File: config.mk
export PLATFORM = sky130hd
export DESIGN_NAME = divisor_flat
export DESIGN_NICKNAME = d
export VERILOG_FILES = /design/src/rtl/divisor_pkg.sv /design/src/rtl/divisor_if.sv /design/src/rtl/divisor_passo.sv /design/src/rtl/divisor.sv /design/src/flat_wrapper.sv
export SDC_FILE = /design/constraint.sdc
export NUM_CORES = 1
export LEC_CHECK = 0
export BUFFER_PORTS_ARGS = -buffer_cell sky130_fd_sc_hd__buf_2
export CORE_UTILIZATION = 40
export CTS_CLUSTER_DIAMETER = 50
export DETAILED_ROUTE_END_ITERATION = 10
export GPL_TIMING_DRIVEN = 0
export PLACE_DENSITY_LB_ADDON = 0.15
export SYNTH_ARGS = -nofsm -noshare
export SYNTH_HDL_FRONTEND = slang
export SYNTH_HIERARCHICAL = 1
export SYNTH_SLANG_ARGS = --single-unit
export TNS_END_PERCENT = 30
File: constraint.sdc
create_clock -name clk_i -period 4.8 [get_ports clk_i]
set_clock_uncertainty 0.1 [all_clocks]
set_input_delay 0.24 -clock clk_i [delete_from_list [all_inputs] [get_ports clk_i]]
set_output_delay 0.24 -clock clk_i [all_outputs]
set_load 0.005 [all_outputs]
File: src/rtl/divisor_pkg.sv
`default_nettype none
// ============================================================================
// Module      : divisor_pkg
// Description : Shared constants and state encoding for the restoring divider.
//               N_DEF   - default operand width (divisor/quotient width)
//               CNT_W   - iteration counter width for N_DEF
//               estado_t - controller states
// Revision    : 1.0 - initial release
// ============================================================================
package divisor_pkg;

   localparam int N_DEF = 16;
   localparam int CNT_W = $clog2(N_DEF);

   typedef enum logic [1:0] {
      S_IDLE = 2'd0,
      S_CALC = 2'd1,
      S_DONE = 2'd2
   } estado_t;

endpackage
`default_nettype wire

File: src/rtl/divisor_if.sv
`default_nettype none
// ============================================================================
// Module      : divisor_if
// Description : Operand/result bundle of the divider.
//               st        - start request (master -> slave)
//               dividendo - 2N-bit unsigned dividend (master -> slave)
//               divisor   - N-bit unsigned divisor (master -> slave)
//               idle      - ready for a new start (slave -> master)
//               done      - one-cycle result-valid pulse (slave -> master)
//               quociente - N-bit quotient (slave -> master)
//               resto     - N-bit remainder (slave -> master)
//               ovf       - overflow / divide-by-zero flag (slave -> master)
// Revision    : 1.0 - initial release
// ============================================================================
interface divisor_if #(
   parameter int N = 16
);
   logic           st;
   logic [2*N-1:0] dividendo;
   logic [N-1:0]   divisor;
   logic           idle;
   logic           done;
   logic [N-1:0]   quociente;
   logic [N-1:0]   resto;
   logic           ovf;

   modport master (
      output st, dividendo, divisor,
      input  idle, done, quociente, resto, ovf
   );

   modport slave (
      input  st, dividendo, divisor,
      output idle, done, quociente, resto, ovf
   );
endinterface
`default_nettype wire

File: src/rtl/divisor_passo.sv
`default_nettype none
// ============================================================================
// Module      : div_passo
// Description : One combinational restoring-division step. Compares the
//               N+1-bit partial remainder with the divisor and, when it is
//               not smaller, subtracts.
// Ports       : parcial_i - N+1-bit partial remainder after the shift
//               divisor_i - N-bit divisor
//               resto_o   - N-bit remainder for the next iteration
//               bit_o     - quotient bit produced by this step
// Revision    : 1.0 - initial release
// ============================================================================
module div_passo #(
   parameter int N = 16
) (
   input  wire logic [N:0]   parcial_i,
   input  wire logic [N-1:0] divisor_i,
   output logic      [N-1:0] resto_o,
   output logic              bit_o
);

   logic [N:0] w_dvs_ext;
   logic [N:0] w_dif;

   assign w_dvs_ext = {1'b0, divisor_i};
   assign w_dif     = parcial_i - w_dvs_ext;
   assign bit_o     = (parcial_i >= w_dvs_ext);
   // Remainder stays below the divisor, so the top bit is always zero after
   // a successful subtract and can be dropped.
   assign resto_o   = bit_o ? w_dif[N-1:0] : parcial_i[N-1:0];

endmodule
`default_nettype wire

File: src/rtl/divisor.sv
`default_nettype none
// ============================================================================
// Module      : divisor
// Description : Sequential restoring divider, 2N-bit / N-bit unsigned, one
//               quotient bit per clock. Overflow (high half of the dividend
//               not below the divisor, including divide-by-zero) is detected
//               at start and reported without iterating.
// Ports       : clk_i   - clock, rising edge
//               rst_n_i - synchronous active-low reset
//               bus     - divisor_if.slave (start/operands in, results out)
// Revision    : 1.0 - initial release
// ============================================================================
module divisor
   import divisor_pkg::*;
#(
   parameter int N = N_DEF
) (
   input wire logic  clk_i,
   input wire logic  rst_n_i,
   divisor_if.slave  bus
);

   localparam int             CW     = $clog2(N);
   localparam logic [CW-1:0]  C_LAST = CW'(N - 1);

   estado_t        state_q, state_d;
   logic [CW-1:0]  cnt_q,   cnt_d;
   logic [N-1:0]   rem_q,   rem_d;    // working partial remainder
   logic [N-1:0]   quo_q,   quo_d;    // working low dividend / quotient bits
   logic [N-1:0]   dvs_q,   dvs_d;    // captured divisor
   logic [N-1:0]   qout_q,  qout_d;   // quotient presented at the port
   logic [N-1:0]   rout_q,  rout_d;   // remainder presented at the port
   logic           ovf_q,   ovf_d;

   logic [N:0]     w_parcial;
   logic [N-1:0]   w_resto;
   logic           w_bit;

   // Shift {remainder, quotient} left by one: the quotient MSB moves into
   // the remainder LSB to form the N+1-bit partial remainder.
   assign w_parcial = {rem_q, quo_q[N-1]};

   div_passo #(.N(N)) u_passo (
      .parcial_i (w_parcial),
      .divisor_i (dvs_q),
      .resto_o   (w_resto),
      .bit_o     (w_bit)
   );

   always_comb begin
      state_d = state_q;
      cnt_d   = cnt_q;
      rem_d   = rem_q;
      quo_d   = quo_q;
      dvs_d   = dvs_q;
      qout_d  = qout_q;
      rout_d  = rout_q;
      ovf_d   = ovf_q;
      case (state_q)
         S_IDLE: begin
            if (bus.st) begin
               rem_d = bus.dividendo[2*N-1:N];
               quo_d = bus.dividendo[N-1:0];
               dvs_d = bus.divisor;
               cnt_d = '0;
               ovf_d = 1'b0;
               // A quotient wider than N bits (or a zero divisor) cannot be
               // represented; report it immediately.
               if (bus.dividendo[2*N-1:N] >= bus.divisor) begin
                  ovf_d   = 1'b1;
                  qout_d  = '1;
                  rout_d  = '0;
                  state_d = S_DONE;
               end else begin
                  state_d = S_CALC;
               end
            end
         end
         S_CALC: begin
            rem_d = w_resto;
            quo_d = {quo_q[N-2:0], w_bit};
            cnt_d = cnt_q + CW'(1);
            if (cnt_q == C_LAST) begin
               // Port results change only on entry to DONE.
               qout_d  = {quo_q[N-2:0], w_bit};
               rout_d  = w_resto;
               state_d = S_DONE;
            end
         end
         S_DONE:  state_d = S_IDLE;
         default: state_d = S_IDLE;
      endcase
   end

   always_ff @(posedge clk_i) begin
      if (!rst_n_i) begin
         state_q <= S_IDLE;
         cnt_q   <= '0;
         rem_q   <= '0;
         quo_q   <= '0;
         dvs_q   <= '0;
         qout_q  <= '0;
         rout_q  <= '0;
         ovf_q   <= 1'b0;
      end else begin
         state_q <= state_d;
         cnt_q   <= cnt_d;
         rem_q   <= rem_d;
         quo_q   <= quo_d;
         dvs_q   <= dvs_d;
         qout_q  <= qout_d;
         rout_q  <= rout_d;
         ovf_q   <= ovf_d;
      end
   end

   assign bus.idle      = (state_q == S_IDLE);
   assign bus.done      = (state_q == S_DONE);
   assign bus.quociente = qout_q;
   assign bus.resto     = rout_q;
   assign bus.ovf       = ovf_q;

endmodule
`default_nettype wire

File: src/flat_wrapper.sv
// flat-port wrapper written by rule: the top's interface ports become plain ports
module divisor_flat import divisor_pkg::*;
#(
   parameter int N = N_DEF
)
  (clk_i, rst_n_i, bus_st, bus_dividendo, bus_divisor, bus_idle, bus_done, bus_quociente, bus_resto, bus_ovf);
  divisor_if #(.N(N)) bus_i ();
  input wire logic clk_i;
  input wire logic rst_n_i;
  input wire logic [$bits(bus_i.st)-1:0] bus_st;
  input wire logic [$bits(bus_i.dividendo)-1:0] bus_dividendo;
  input wire logic [$bits(bus_i.divisor)-1:0] bus_divisor;
  output wire logic [$bits(bus_i.idle)-1:0] bus_idle;
  output wire logic [$bits(bus_i.done)-1:0] bus_done;
  output wire logic [$bits(bus_i.quociente)-1:0] bus_quociente;
  output wire logic [$bits(bus_i.resto)-1:0] bus_resto;
  output wire logic [$bits(bus_i.ovf)-1:0] bus_ovf;
  assign bus_i.st = bus_st;
  assign bus_i.dividendo = bus_dividendo;
  assign bus_i.divisor = bus_divisor;
  assign bus_idle = bus_i.idle;
  assign bus_done = bus_i.done;
  assign bus_quociente = bus_i.quociente;
  assign bus_resto = bus_i.resto;
  assign bus_ovf = bus_i.ovf;
  divisor #(.N(N)) u_core (.clk_i(clk_i), .rst_n_i(rst_n_i), .bus(bus_i));
endmodule
-- Word-level counts from Yosys, hierarchy flattened
Index checks and enable logic that the tools add are counted.
- add/sub/neg operators: 2
- order comparisons: 2
- reduce and logical (&&, ||, !) cells: 6
- equality and inequality tests: 6
- muxes and demuxes: 20
- operators by type and width (kind ; count):
    2-to-1 mux 16 bit ; 9
    one-hot mux 16 bit (2 select lines) ; 4
    greater-or-equal comparator 17 x 16 -> 1 bit ; 1
    greater-or-equal comparator 16 bit ; 1
    subtractor 16 bit ; 1
    one-hot mux 4 bit (2 select lines) ; 1
    2-to-1 mux 2 bit ; 3
    AND reduction 2 bit ; 3
    adder 4 x 1 -> 4 bit (second input constant) ; 1
    equality test 4 bit (second input constant) ; 1
    2-to-1 mux 4 bit ; 1
    != test 2 x 1 -> 1 bit (second input constant) ; 2
    one-hot mux 2 bit (2 select lines) ; 1
    AND reduction 4 bit ; 1
    equality test 2 x 1 -> 1 bit (second input constant) ; 1
    equality test 2 bit (second input constant) ; 1
    logical NOT 2 bit ; 1
    != test 2 bit (second input constant) ; 1
    nonzero test 2 bit ; 1
    2-to-1 mux 1 bit ; 1
- bits in registers: 87
- output and inout bits: 35

-- Logic depth before layout (Yosys ltp)
Gate-level depths: netlist (run 1).
- depth after elaboration: 4
- depth in mapped cells: 13
- depth with buffers taken out: 11

-- Cells and area by module
Netlist (run 1), hierarchy kept.
- modules (own cells, without submodules) (module ; area an instance (um^2) ; times used ; cells an instance):
    divisor ; 4012.6 ; 1 ; 473
    div_passo ; 1158.6 ; 1 ; 158

-- Worst setup path before layout (run 1)
Ideal clock, no wire load.
- path type: reg-to-reg
- start: reg u_core.dvs_q[8]
- end: reg u_core.rem_q[15]
- library setup time: 0.116 ns
- data required time: 4.584 ns
- stages on the path, launching flop included: 12
- arrival time: 2.624 ns
- setup slack: 1.960 ns
- cells stage by stage: dfxtp_1 > inv_1 > ha_1 > a21oi_2 > o21ai_2 > a221o_1 > a221oi_4 > and2_4 > buf_8 > inv_6 > mux2_4 > o211a_1
- longest elaborated chain between the ends: 3
- elaborated cells between the ends (all ways): 4
- RTL lines (element ; RTL line ; text):
    start, declared ; divisor.sv:30 ; logic [N-1:0] dvs_q, dvs_d;
    start signal, assigned ; divisor.sv:110 ; dvs_q <= dvs_d;
    greater-or-equal comparator 17 x 16 -> 1 bit ; divisor_passo.sv:27 ; assign bit_o = (parcial_i >= w_dvs_ext);
    net u_core.w_bit ; divisor.sv:37 ; logic w_bit;
    2-to-1 mux 16 bit ; divisor_passo.sv:30 ; assign resto_o = bit_o ? w_dif[N-1:0] : parcial_i[N-1:0];
    net u_core.w_resto[15] ; divisor.sv:36 ; logic [N-1:0] w_resto;
    one-hot mux 16 bit (2 select lines) ; divisor.sv:59 ; case (state_q)
    end signal, assigned ; divisor.sv:108 ; rem_q <= rem_d;
    end, declared ; divisor.sv:28 ; logic [N-1:0] rem_q, rem_d;
The timed path passes the listed nets, and every way through them passes these cells.
A chain may end at the register's enable or synchronous reset.

-- Worst setup path after layout (run 1)
- start: reg u_core.dvs_q[3]
- end: reg u_core.rem_q[10]
The elaborated chain is that of the path after synthesis.

==> results.toml, run 1 <==
[final_layout]
fillerInstances = 1279
syn_to_final_growth_pct = 18.36
layout.cells.non_filler = 903
ff_latch_area_um2 = 1742
final_nets = 811
utilization_pct = 48.50
final_cell_area_um2 = 6121
layout-drive-gt1-share_pct = 19.43
multiInputGateArea_um2 = 3085
diodes = 0

[critical_path]
worstPathArrival_ps = 3550
crit_path_end_kind = "register"
worstPathMaxFanout = 11
crit_type = "reg2reg"
critPathRequiredTime_ps = 4930
start_kind = "register"

[drt]
drc = 0
firstDrtPassIters = 5
antenna_left = 0
wl_per_cell_um = 16.89
drt_iter0_drc = 314
vias_per_cell = 5.466
vias = 4936
wl_um = 15250

[timing]
finalCritPeriodShare_pct = 71.19
setup_tns_ps = 0
hold_slack_ps = 38.36
rsz0062_at_grt = "no"
period_needed_ps = 3417
setup_ws_ps = 1383
tightestPinTransition_ps = 899.1
setup_viol = 0
timing.fmax_ghz = 0.2926
relSlewSlack_pct = 39.79
slew_violations = 0
hold_viol_final = 0

[synth]
async_flop_share_pct = 0
yosys.area_share.simple_pct = 21.70
ys_seq_elements = 87
syn_inst = 631
synth_area_leaders = "dfxtp_1 34%, ha_1 8.0%, nand2_1 7.9%, nand3_1 7.3%, o211a_1 3.3%"
synth_top_flop_cell = "dfxtp_1"
synthesis.area_um2 = 5171
synth_mux_area_share_pct = 2.226
synth_compound_area_share_pct = 25.84
synth.yosys.seq_area_share_pct = 33.68
synth_most_common_cell = "nand2_1"
ys_top_cells_by_count = "109 x nand2_1, 87 x dfxtp_1, 75 x nand3_1, 37 x clkbuf_1, 36 x inv_1"
syn_nets = 716
yosysTopAreaCellShare_pct = 33.68
postSynthAreaPerCell_um2 = 8.195
synth-xor-area-share_pct = 1.524
synth_cell_types = 59
synth_edf_count = 0
yosys.area.top_type = "dfxtp_1"
synth_top_family_by_area = "compound AO/OA/AOI/OAI gates"
ys_warn_count = 6
synth_adder_area_share_pct = 8.372

[clock_tree]
cts_root_buf = "clkbuf_16"
cts_resized = 0
clk_latency_ps = 350
clockBufferDepth = 2
post_cts_buffers = 0
cts.sinks = 87
clk_pin_slew_ps = 70
numCtsBuffers = 9
cts_tree = "yes"
h-tree-depth = 3
cts_hold_buf = 0

[place]
gp_congestion = 0.9106
placed_cells = 887
dpl_cell_area_um2 = 5807
post-place-ws_ps = 1461
port_buffers = 84
hpwl_um = 11760

[global_route]
antenna_found_initial = 0
grt_max_degree = 17
grt_overflow_total = 0
grt_pass1_vias = 4622
grt_pass1_wl_um = 24050
grt_usage_pct = 23.58

[min_path]
hp-class = "in2reg"

[power]
ir_drop_v = 0.0001892
power_density_nw_per_um2 = 443.4
p_leak_nw = 2.741
design_power_total_mw = 2.714

[floorplanning]
num_rows = 41
start_util_pct = 40.98
die_w_um = 115.7
dieArea_um2 = 13390
pin_count = 86
die-height_um = 115.7
coreArea_um2 = 12620

[run_status]
status = "complete, no violations"

[flow_run]
max_cap_viol_count = 0
[final timing paths]
path / endpoint / start / depth (start not counted) / slack [ps]
hold / removal: u_core/quo_q[7] / bus_dividendo[7] / 3 / 40
setup / recovery: u_core/rem_q[10] / u_core/dvs_q[3] / 11 / 1380
hold reg to reg: u_core/dvs_q[10] / u_core/dvs_q[10] / 2 / 370
setup reg to reg: u_core/rem_q[10] / u_core/dvs_q[3] / 11 / 1380
[routing by layer]
| metal | global-route usage (%) | part of all wire, % |
|---|---|---|
| met1 | 33.02 | 49 |
| met2 | 37.21 | 44 |
| met3 | 3.295 | 4.8 |
| met4 | 8.034 | 1.7 |
| met5 | 0 | 0 |
[worst max-delay path, cell delays in order (launching register included)]
cell      delay [ps]
dfxtp_1          330
inv_1             50
ha_1             330
a21o_1           200
a21o_1           190
o211a_1          280
o211ai_1         740
and2_4           290
buf_8            140
inv_6             80
mux2_4           330
o211a_1          230
[final cells by class]
class	count	share of cell area [%]
well taps	172	3.516
multi-input cells	461	50.41
flip-flops and latches	87	28.45
repair buffers	84	6.868
clock inverters	6	1.226
inverters	39	2.473
clock buffers	10	3.904
plain buffers	44	3.148
[registers in the layout, indices dropped and copies added (netlist names)]
name	count
u_core/rem_q	16
u_core/dvs_q	16
u_core/state_q	2
u_core/cnt_q	4
u_core/bus.quociente	16
u_core/bus.resto	16
u_core/bus.ovf	1
u_core/quo_q	16
[kinds of logic after synthesis]
logic type / after synthesis
simple gates: 241
compound gates: 169
flops: 87
buf+inv: 83
fa+ha+maj: 34
xor+xnor: 9
mux: 8
[cell usage in the layout (no fill, tap or decap), types with 4 or more instances in the layout]
master     count
nor2b_1        4
ha_1          33
nand2_1      109
xnor2_1        5
clkbuf_16      9
nand3_1       75
nand2b_1       4
a21o_1        11
o221a_2       15
o21ai_1        5
buf_2         88
nor2_1        19
o21a_1         4
o21ai_0       27
and3_1         4
xor2_1         4
o211a_1       17
inv_1         36
dfxtp_1       87
and2_1         5
o211ai_1      21
clkbuf_1      37
mux2_4         7
o31ai_1        6
nand4_1        5
a21oi_1        5
a31oi_1       17
a21boi_0      19
[where the power goes]
group | internal [mW] | total (mW) | switching (mW)
registers | 0.811 | 0.874 | 0.0631
clock network | 0.426 | 0.751 | 0.324
logic | 0.456 | 1.09 | 0.633
(Power assumes the default switching activity.)
==> run 2, diff against run 1 <==
clock period = 2.95 ns   (was 4.8 ns; I/O delays follow)
==> run 2 against run 1 <==
Effect of this change: register-to-register slack lost 1300 ps; largest power group unchanged; global-route usage up 0.56 points; highest routed layer unchanged; worst setup slack worse by 1300 ps; power increased by 67%; sequential power increased by 62%; critical endpoint unchanged; count of clock-buffer cells in the layout unchanged.
==> results.toml, run 2 (synthesized netlist as in run 1, its figures left out) <==
[final_layout]
final_nets = 846
final_cell_mix = "109 x nand2_1, 87 x buf_2, 87 x dfxtp_1"
final_common_cell = "nand2_1"
utilization_pct = 51.53
layout-drive-gt1-share_pct = 19.97
diodes = 0
fillerInstances = 1245
syn_to_final_growth_pct = 25.74

[critical_path]
start_kind = "register"
worstPathArrival_ps = 3010
worstPathMaxFanout = 11
slowest_stage = "a221o_1"
worstPathCellList = "ha_2 -> a21oi_4 -> o21ai_2 -> a221o_1 -> a221oi_4 -> and2_4 -> buf_8 -> inv_6 -> mux2_4 -> o211a_1"
crit_path_end_kind = "register"
crit_type = "reg2reg"
critPathMaxStageDelay_ps = 390
critPathRequiredTime_ps = 3080

[place]
port_buffers = 84
hpwl_um = 11760
gp_congestion = 0.9106

[timing]
setup_tns_ps = 0
slew_violations = 0
finalCritPeriodShare_pct = 97.32
relSlewSlack_pct = 56.05
period_needed_ps = 2871
timing.fmax_ghz = 0.3483
setup_viol = 0
tightestPinTransition_ps = 659.2
hold_viol_final = 0

[global_route]
grt_pass1_vias = 4790
grt_usage_pct = 24.14
grt_max_degree = 17
grt_pass1_wl_um = 24640
antenna_found_initial = 0
grt_overflow_total = 0

[clock_tree]
clk_pin_slew_ps = 70
numCtsBuffers = 9
h-tree-depth = 3
cts_tree = "yes"
clk_latency_ps = 350
cts_root_buf = "clkbuf_16"
clockBufferDepth = 2
cts.sinks = 87

[drt]
drc = 0
antenna_left = 0
vias_per_cell = 5.397
wl_per_cell_um = 16.74
vias = 5062
firstDrtPassIters = 5
wl_um = 15700
drt_iter0_drc = 347

[power]
p_leak_nw = 2.895
ir_drop_v = 0.0003123
power_density_nw_per_um2 = 696.2
design_power_total_mw = 4.527

[floorplanning]
die-height_um = 115.7
dieArea_um2 = 13390
coreArea_um2 = 12620
die_w_um = 115.7
start_util_pct = 40.98
pin_count = 86
num_rows = 41

[flow_run]
max_cap_viol_count = 0

[run_status]
status = "complete, no violations"

[min_path]
hp-class = "in2reg"
[run 2: worst paths after layout]
check	from	cells after the start	slack (ps)	end
worst max-delay path	u_core/rem_q[7]	10	80	u_core/rem_q[10]
worst max register to register	u_core/rem_q[7]	10	80	u_core/rem_q[10]
worst min register to register	u_core/dvs_q[10]	2	360	u_core/dvs_q[10]
worst min-delay path	bus_dividendo[18]	4	70	u_core/rem_q[2]
[run 2: through the flow]
stage / cells / setup WS, ps / cell area (µm²) / hold WS, ps
final: 938 / 78.97 / 6502 / 70.50
after global routing: 938 / -20.87 / 6502 / 83.11
after detailed placement: 887 / -389.2 / 5807 / 318.0
after global placement: 887 / -390.5 / 5807 / 311.1
after floorplan: 631 / 109.5 / 5171 / 192.4
after CTS: 936 / 5.721 / 6460 / 66.68
[run 2: worst max-delay path: cells and delay by family (launching register included)]
family | cells | cell delay, ps
buffers and inverters | 2 | 220
and+or+nand+nor | 1 | 180
AOI/OAI and AO/OA | 5 | 1210
DFF | 1 | 370
muxes | 1 | 330
adders and majority gates | 1 | 340
[run 2: power breakdown]
| group | internal, mW | leakage [nW] | switching [mW] |
|---|---|---|---|
| clock | 0.693 | 0.152 | 0.519 |
| combinational | 0.821 | 2.03 | 1.07 |
| sequential | 1.32 | 0.714 | 0.104 |
[run 2: metal layers]
metal  vias up  GRT usage, %  share of wire [%]
li1       2531             -                  -
met1      2363         33.27                 49
met2       149         38.52                 45
met3        19         3.347                4.9
met4         0         8.718                1.8
met5         -             0                  0
[run 2: timing repair]
item,4_1_cts,5_1_grt
hold endpoints to repair,32,0
endpoints found under the setup margin,34,26
hold buffers,32,0
cloned,0,0
resized for setup,2,6
buffers inserted,2,3
pin swaps,3,3
[run 2: area by class of cell]
cell class | instances | area (µm²) | share of cell area (%)
flip-flops and latches | 87 | 1742 | 26.78
multi-input cells | 461 | 3118 | 47.95
repair buffers | 121 | 778.2 | 11.97
clock buffers | 10 | 239.0 | 3.675
plain buffers | 42 | 183.9 | 2.829
clock inverters | 6 | 75.07 | 1.155
well taps | 172 | 215.2 | 3.310
inverters | 39 | 151.4 | 2.328
